<file path="config.mk">
export PLATFORM = sky130hd
export DESIGN_NAME = vector_memory_arbiter_flat
export DESIGN_NICKNAME = d
export VERILOG_FILES = /design/src/rtl/vector_memory_arbiter_if.sv /design/src/rtl/vector_memory_arbiter.sv /design/src/flat_wrapper.sv
export SDC_FILE = /design/constraint.sdc
export NUM_CORES = 1
export LEC_CHECK = 0
export ABC_AREA = 1
export BUFFER_PORTS_ARGS = -buffer_cell sky130_fd_sc_hd__buf_2
export CAP_MARGIN = 10
export CORE_AREA = 3 3 306 308
export DETAILED_ROUTE_END_ITERATION = 8
export DIE_AREA = 0 0 309 311
export HOLD_SLACK_MARGIN = 0.05
export PLACE_DENSITY = 0.37
export SLEW_MARGIN = 20
export SYNTH_ARGS = -nofsm -noshare
export SYNTH_HDL_FRONTEND = slang
export SYNTH_SLANG_ARGS = --single-unit
</file>
<file path="constraint.sdc">
create_clock -name clock -period 1.3 [get_ports clock]
set_clock_uncertainty 0.1 [all_clocks]
set_input_delay 0.26 -clock clock [delete_from_list [all_inputs] [get_ports clock]]
set_output_delay 0.26 -clock clock [all_outputs]
set_load 0.005 [all_outputs]
</file>
<file path="src/rtl/vector_memory_arbiter_if.sv">
// Host port bundle for vector_memory_arbiter.
//
// Handshake: a host request transfers on every cycle where hostReqValid and
// hostReqReady are both 1. While hostReqValid=1 and hostReqReady=0 the host
// keeps hostWriteEnable/hostAddress/hostWriteData stable; it may also drop
// hostReqValid before acceptance. hostReqReady is combinational. A read
// produces a one-cycle hostRspValid pulse on the following cycle; writes
// produce no response.
interface vector_memory_arbiter_if #(
  parameter int ADDRESS_WIDTH = 19,
  parameter int WIDTH         = 114
);
  logic                     hostReqValid;
  logic                     hostReqReady;
  logic                     hostWriteEnable;
  logic [ADDRESS_WIDTH-1:0] hostAddress;
  logic [WIDTH-1:0]         hostWriteData;
  logic                     hostRspValid;
  logic [WIDTH-1:0]         hostRspData;

  modport master (
    output hostReqValid, hostWriteEnable, hostAddress, hostWriteData,
    input  hostReqReady, hostRspValid, hostRspData
  );

  modport slave (
    input  hostReqValid, hostWriteEnable, hostAddress, hostWriteData,
    output hostReqReady, hostRspValid, hostRspData
  );
endinterface

</file>
<file path="src/rtl/vector_memory_arbiter.sv">
// vector_memory_arbiter: shares the single-port vector data memory between
// the CPU Memory stage (priority requester) and a host port. The host wait is
// bounded: after MAX_WAIT consecutive lost cycles the CPU is frozen for one
// cycle (cpuStall) and the host is served.
// Optional feature macro: ARB_STATS_EN (host grant / forced-cycle counters).
// debugState (1 = FORCE) and debugWaitCount expose the internal FSM state.
module vector_memory_arbiter #(
  parameter int DATA_WIDTH    = 19,
  parameter int VECTOR_SIZE   = 6,
  parameter int ADDRESS_WIDTH = 19,
  parameter int MAX_WAIT      = 4
) (
  input  logic                                clock,
  input  logic                                reset,
  input  logic                                cpuReq,
  input  logic                                cpuWriteEnable,
  input  logic [ADDRESS_WIDTH-1:0]            cpuAddress,
  input  logic [DATA_WIDTH*VECTOR_SIZE-1:0]   cpuWriteData,
  output logic [DATA_WIDTH*VECTOR_SIZE-1:0]   cpuReadData,
  output logic                                cpuStall,
  vector_memory_arbiter_if.slave              host,
  output logic                                memWriteEnable,
  output logic [ADDRESS_WIDTH-1:0]            memAddress,
  output logic [DATA_WIDTH*VECTOR_SIZE-1:0]   memWriteData,
  input  logic [DATA_WIDTH*VECTOR_SIZE-1:0]   memReadData,
  output logic [15:0]                         statGrantCount,
  output logic [15:0]                         statForceCount,
  output logic                                debugState,
  output logic [3:0]                          debugWaitCount
);

  localparam int W = DATA_WIDTH * VECTOR_SIZE;
  localparam logic [3:0] MAX_WAIT_L = 4'(MAX_WAIT);

  typedef enum logic {
    IDLE  = 1'b0,
    FORCE = 1'b1
  } state_t;

  state_t       state;
  state_t       state_next;
  logic [3:0]   wait_count;
  logic [3:0]   count_next;
  logic         host_grant;
  logic         rsp_valid;
  logic [W-1:0] rsp_data;

  // Grant decision, wait counting and next-state selection.
  always_comb begin
    state_next = state;
    count_next = wait_count;
    host_grant = host.hostReqValid && ((state == FORCE) || !cpuReq);
    case (state)
      IDLE: begin
        if (!host.hostReqValid || host_grant) begin
          count_next = '0;
        end else begin
          count_next = wait_count + 4'd1;
          // The host has now lost MAX_WAIT cycles in a row: freeze the CPU next cycle.
          if (count_next == MAX_WAIT_L) begin
            state_next = FORCE;
          end
        end
      end
      FORCE: begin
        state_next = IDLE;
        count_next = '0;
      end
      default: begin
        state_next = IDLE;
        count_next = '0;
      end
    endcase
  end

  // Memory port mux; a frozen CPU request never reaches the memory.
  always_comb begin
    memAddress     = cpuAddress;
    memWriteData   = cpuWriteData;
    memWriteEnable = cpuReq && cpuWriteEnable && (state != FORCE);
    if (host_grant) begin
      memAddress     = host.hostAddress;
      memWriteData   = host.hostWriteData;
      memWriteEnable = host.hostWriteEnable;
    end
  end

  // FSM state and wait counter registers.
  always_ff @(posedge clock) begin
    if (reset) begin
      state      <= IDLE;
      wait_count <= '0;
    end else begin
      state      <= state_next;
      wait_count <= count_next;
    end
  end

  // Host read response: capture memory data on a granted read, pulse valid next cycle.
  always_ff @(posedge clock) begin
    if (reset) begin
      rsp_valid <= 1'b0;
      rsp_data  <= '0;
    end else begin
      rsp_valid <= host_grant && !host.hostWriteEnable;
      if (host_grant && !host.hostWriteEnable) begin
        rsp_data <= memReadData;
      end
    end
  end

  assign cpuReadData       = memReadData;
  assign cpuStall          = (state == FORCE);
  assign host.hostReqReady = host_grant;
  assign host.hostRspValid = rsp_valid;
  assign host.hostRspData  = rsp_data;
  assign debugState        = (state == FORCE);
  assign debugWaitCount    = wait_count;

`ifdef ARB_STATS_EN
  logic [15:0] grant_count;
  logic [15:0] force_count;

  // Saturating counters of host grants and of cycles spent in FORCE.
  always_ff @(posedge clock) begin
    if (reset) begin
      grant_count <= '0;
      force_count <= '0;
    end else begin
      if (host_grant && (grant_count != 16'hFFFF)) begin
        grant_count <= grant_count + 16'd1;
      end
      if ((state == FORCE) && (force_count != 16'hFFFF)) begin
        force_count <= force_count + 16'd1;
      end
    end
  end

  assign statGrantCount = grant_count;
  assign statForceCount = force_count;
`else
  assign statGrantCount = '0;
  assign statForceCount = '0;
`endif

endmodule

</file>
<file path="src/flat_wrapper.sv">
// flat-port wrapper written by rule: the top's interface ports become plain ports
module vector_memory_arbiter_flat 
#(
  parameter int DATA_WIDTH    = 19,
  parameter int VECTOR_SIZE   = 6,
  parameter int ADDRESS_WIDTH = 19,
  parameter int MAX_WAIT      = 4
)
  (clock, reset, cpuReq, cpuWriteEnable, cpuAddress, cpuWriteData, cpuReadData, cpuStall, memWriteEnable, memAddress, memWriteData, memReadData, statGrantCount, statForceCount, debugState, debugWaitCount, host_hostReqValid, host_hostWriteEnable, host_hostAddress, host_hostWriteData, host_hostReqReady, host_hostRspValid, host_hostRspData);
  vector_memory_arbiter_if #(.ADDRESS_WIDTH(ADDRESS_WIDTH), .WIDTH(((19) * (6)))) host_i ();
  input  logic clock;
  input  logic reset;
  input  logic cpuReq;
  input  logic cpuWriteEnable;
  input  logic [ADDRESS_WIDTH-1:0] cpuAddress;
  input  logic [DATA_WIDTH*VECTOR_SIZE-1:0] cpuWriteData;
  output logic [DATA_WIDTH*VECTOR_SIZE-1:0] cpuReadData;
  output logic cpuStall;
  output logic memWriteEnable;
  output logic [ADDRESS_WIDTH-1:0] memAddress;
  output logic [DATA_WIDTH*VECTOR_SIZE-1:0] memWriteData;
  input  logic [DATA_WIDTH*VECTOR_SIZE-1:0] memReadData;
  output logic [15:0] statGrantCount;
  output logic [15:0] statForceCount;
  output logic debugState;
  output logic [3:0] debugWaitCount;
  input wire logic [$bits(host_i.hostReqValid)-1:0] host_hostReqValid;
  input wire logic [$bits(host_i.hostWriteEnable)-1:0] host_hostWriteEnable;
  input wire logic [$bits(host_i.hostAddress)-1:0] host_hostAddress;
  input wire logic [$bits(host_i.hostWriteData)-1:0] host_hostWriteData;
  output wire logic [$bits(host_i.hostReqReady)-1:0] host_hostReqReady;
  output wire logic [$bits(host_i.hostRspValid)-1:0] host_hostRspValid;
  output wire logic [$bits(host_i.hostRspData)-1:0] host_hostRspData;
  assign host_i.hostReqValid = host_hostReqValid;
  assign host_i.hostWriteEnable = host_hostWriteEnable;
  assign host_i.hostAddress = host_hostAddress;
  assign host_i.hostWriteData = host_hostWriteData;
  assign host_hostReqReady = host_i.hostReqReady;
  assign host_hostRspValid = host_i.hostRspValid;
  assign host_hostRspData = host_i.hostRspData;
  vector_memory_arbiter #(.DATA_WIDTH(DATA_WIDTH), .VECTOR_SIZE(VECTOR_SIZE), .ADDRESS_WIDTH(ADDRESS_WIDTH), .MAX_WAIT(MAX_WAIT)) u_core (.clock(clock), .reset(reset), .cpuReq(cpuReq), .cpuWriteEnable(cpuWriteEnable), .cpuAddress(cpuAddress), .cpuWriteData(cpuWriteData), .cpuReadData(cpuReadData), .cpuStall(cpuStall), .host(host_i), .memWriteEnable(memWriteEnable), .memAddress(memAddress), .memWriteData(memWriteData), .memReadData(memReadData), .statGrantCount(statGrantCount), .statForceCount(statForceCount), .debugState(debugState), .debugWaitCount(debugWaitCount));
endmodule
</file>
==> key figures <==
STA
  – Final Hold Vio Count: 0
  – Setup WS post-layout: -0.915 ns
  – Final Max Tran Viols: 0
  – RSZ-0062 raised after global routing: yes
  – Setup TNS: -156.54 ns
  – Final setup vio count: 272
  – Tcrit/Tclk final: 1.70
  – FMAX: 451 MHz
  – Fin crit period: 2.22 ns
  – Hold_ws: 0.110 ns

Setup path
  – RR Endpoint: u_core.host.hostRspData[111]
  – Worst reg2reg path startpoint: u_core.cpuStall
  – Reg2reg setup slack: -0.43 ns
  – Critical Path Sink Type: primary output
  – R2R depth: 11
  – Crit start category: register
  – Setup CP Type: register to primary output
  – Crit path cell chain: inv_4 -> nand2_8 -> nand2_8 -> buf_8 -> buf_16 -> buf_6 -> buf_8 -> nand2_4 -> nand2_2 -> buf_6
  – Crit. Startpoint: u_core.cpuStall
  – CP required: 0.94 ns
  – Crit path arrival time: 1.86 ns
  – Crit path largest cell delay: 0.35 ns
  – WP buf/inv: 6
  – Crit-path slowest cell: dfxtp_2
  – Top delay family on crit path: buffers and inverters
  – CP Max Fanout: 5

Clock tree
  – CTS H-Tree Depth: 4
  – Worst skew pair latency: 0.46 ns
  – Root Buffer: clkbuf_16
  – Clock buffer depth: 2
  – CTS sink count: 120
  – Clock slew at the register clock pins of the worst setup and hold paths: 0.06 ns
  – TritonCTS clock tree: done
  – CTS Buf Count: 17

Drt
  – Wirelength, routed: 61400 µm
  – Number of routed nets with antenna violations: 0
  – Vias: 12000
  – Vias per inst: 3.34
  – 1st-pass router iterations: 9
  – WL/cell: 17.0 µm
  – Initial DRC Count: 581
  – Residual DRC: 0

Cells and area
  – Final instance area: 18000 µm²
  – Most common cell after layout, fill and taps aside: buf_2
  – Most frequent cells in the layout: buf_2, nand2_1, inv_1
  – Net count, final: 2784
  – Area grow syn2layout: 104%
  – Core Util, Final: 0.197
  – Fraction of layout cells with a size suffix above 1: 0.473

Worst hold path
  – Hold WC Path Type: primary input to register
  – Hold path endpoint: u_core.host.hostRspData[84]
  – WHS Path Cells: 5
  – Hold Crit Start: memReadData[84]

Logic synthesis
  – Seq/Total Area, Yosys: 0.272
  – Synth unique cells: 19
  – Post-Syn Area: 8830 µm²
  – Warnings, synthesis: 0
  – Synthesized flop and latch total: 120
  – Syn Inst Count: 1581
  – Syn avg cell area: 5.58 µm²

Global route
  – Pin count of the biggest net entering global routing: 66
  – Total GRT Usage: 0.117
  – Initial antenna violation count: 12
  – GRT overflow: 0
  – First-pass GRT wire length: 80700 µm
  – Vias in the first global route: 11900

Outcome
  – Failing checks: setup timing
  – Status: complete, but fails checks

Flow run
  – Number of max-cap violations: 0

Place
  – Placed Area: 13700 µm²
  – GPL Wtd Cong: 0.956
  – Post-DP HPWL: 48000 µm
  – Worst slack at placement: -0.633 ns
  – PortBufs: 755

Floorplanning
  – FP Rows: 111
  – Core footprint: 91400 µm²
  – DIE WIDTH: 309 µm
  – Die area: 96100 µm²
  – Initial Util: 0.0966
  – Die Ht: 311 µm
  – # IOs: 788

Power and ir drop
  – VDD IR-drop max: 0.874 mV
  – Leak Pwr: 10.2 nW
  – Pwr Density: 771 nW/µm²
per-layer routing:
| layer | track usage | routed length [µm] |
|---|---|---|
| met5 | 0 | 55 |
| met4 | 0.0514 | 2190 |
| met3 | 0.0397 | 4810 |
| met2 | 0.195 | 29000 |
| met1 | 0.135 | 25300 |
report_power, final:
part / switching (W) / internal, W
clock network: 0.00200 / 0.00305
logic: 0.00248 / 0.00241
registers: 0.0000863 / 0.00387
layout make-up:
class	count	area (µm²)
repair buffers	1002	7380
multi-input cells	906	4800
diodes	4	10.0
clock buffers	20	447
flip-flops and latches	120	2400
clock inverters	12	151
well taps	1186	1480
fillers	10600	73400
inverters	350	1350
state kept, by name (all words and copies together), names as in the netlist:
register                  cells
u_core.cpuStall               1
u_core.host.hostRspData     114
u_core.host.hostRspValid      1
u_core.debugWaitCount         4
through the flow:
stage / std cells / power, W
after global routing: 3597 / 0.0147
after global placement: 3406 / 0.00769
final: 3600 / 0.0139
after detailed placement: 3406 / 0.00766
after floorplan: 1612 / 0.00569
after CTS: 3564 / 0.0137
cells in the mapped netlist:
master	count	area, µm²
a21oi_1	1	5.00
buf_1	13	48.8
buf_2	34	170
buf_4	154	1160
clkbuf_1	35	131
clkinv_1	1	3.75
conb_1	1	3.75
dfxtp_1	120	2400
ha_1	1	12.5
inv_1	347	1300
inv_2	2	7.51
nand2_1	631	2370
nand2_2	2	12.5
nand3_1	1	5.00
nand3_2	1	10.0
nand3b_1	2	15.0
nand4_1	115	719
nor2_1	119	447
o21ai_0	1	5.00
logic make-up (layout without fill, tap and decap cells):
group	after synthesis	in the layout	share of synthesized area
AND/OR/NAND/NOR	871	871	0.405
buffers and inverters	586	1384	0.320
flip-flops	120	120	0.272
AO/OA/AOI/OAI	2	2	0.00113
adder cells (fa/ha/maj)	1	1	0.00142
other	1	36	0.000425
worst reg2reg max path, cell delays in order, from the launching register on:
cell and delay [ns]:
dfxtp_2 0.35, inv_4 0.05, nand2_8 0.09, buf_4 0.13, buf_12 0.10, buf_12 0.12
nand3_4 0.16, clkbuf_16 0.23, clkbuf_16 0.16, nand2_1 0.05, inv_1 0.03, nor2_1 0.10
how the worst max path moves through the flow:
stage | endpoint | slack [ns] | cells past startpoint
floorplan | memWriteData[100] | -0.07 | 8
global placement | memWriteData[98] | -0.63 | 9
detailed placement | memWriteData[10] | -0.63 | 8
CTS | memWriteData[49] | -0.99 | 9
global route | memWriteData[7] | -1.02 | 9
finish | memAddress[3] | -0.92 | 10
timing repair:
action / CTS / global route
resized for setup: 220 / 291
hold buffers: 106 / 0
buffers inserted: 12 / 21
gates cloned: 8 / 18
hold endpoints to repair: 106 / 0
pin swaps: 27 / 86
setup endpoints to repair: 376 / 376
Power figures use the tool's default switching activity.
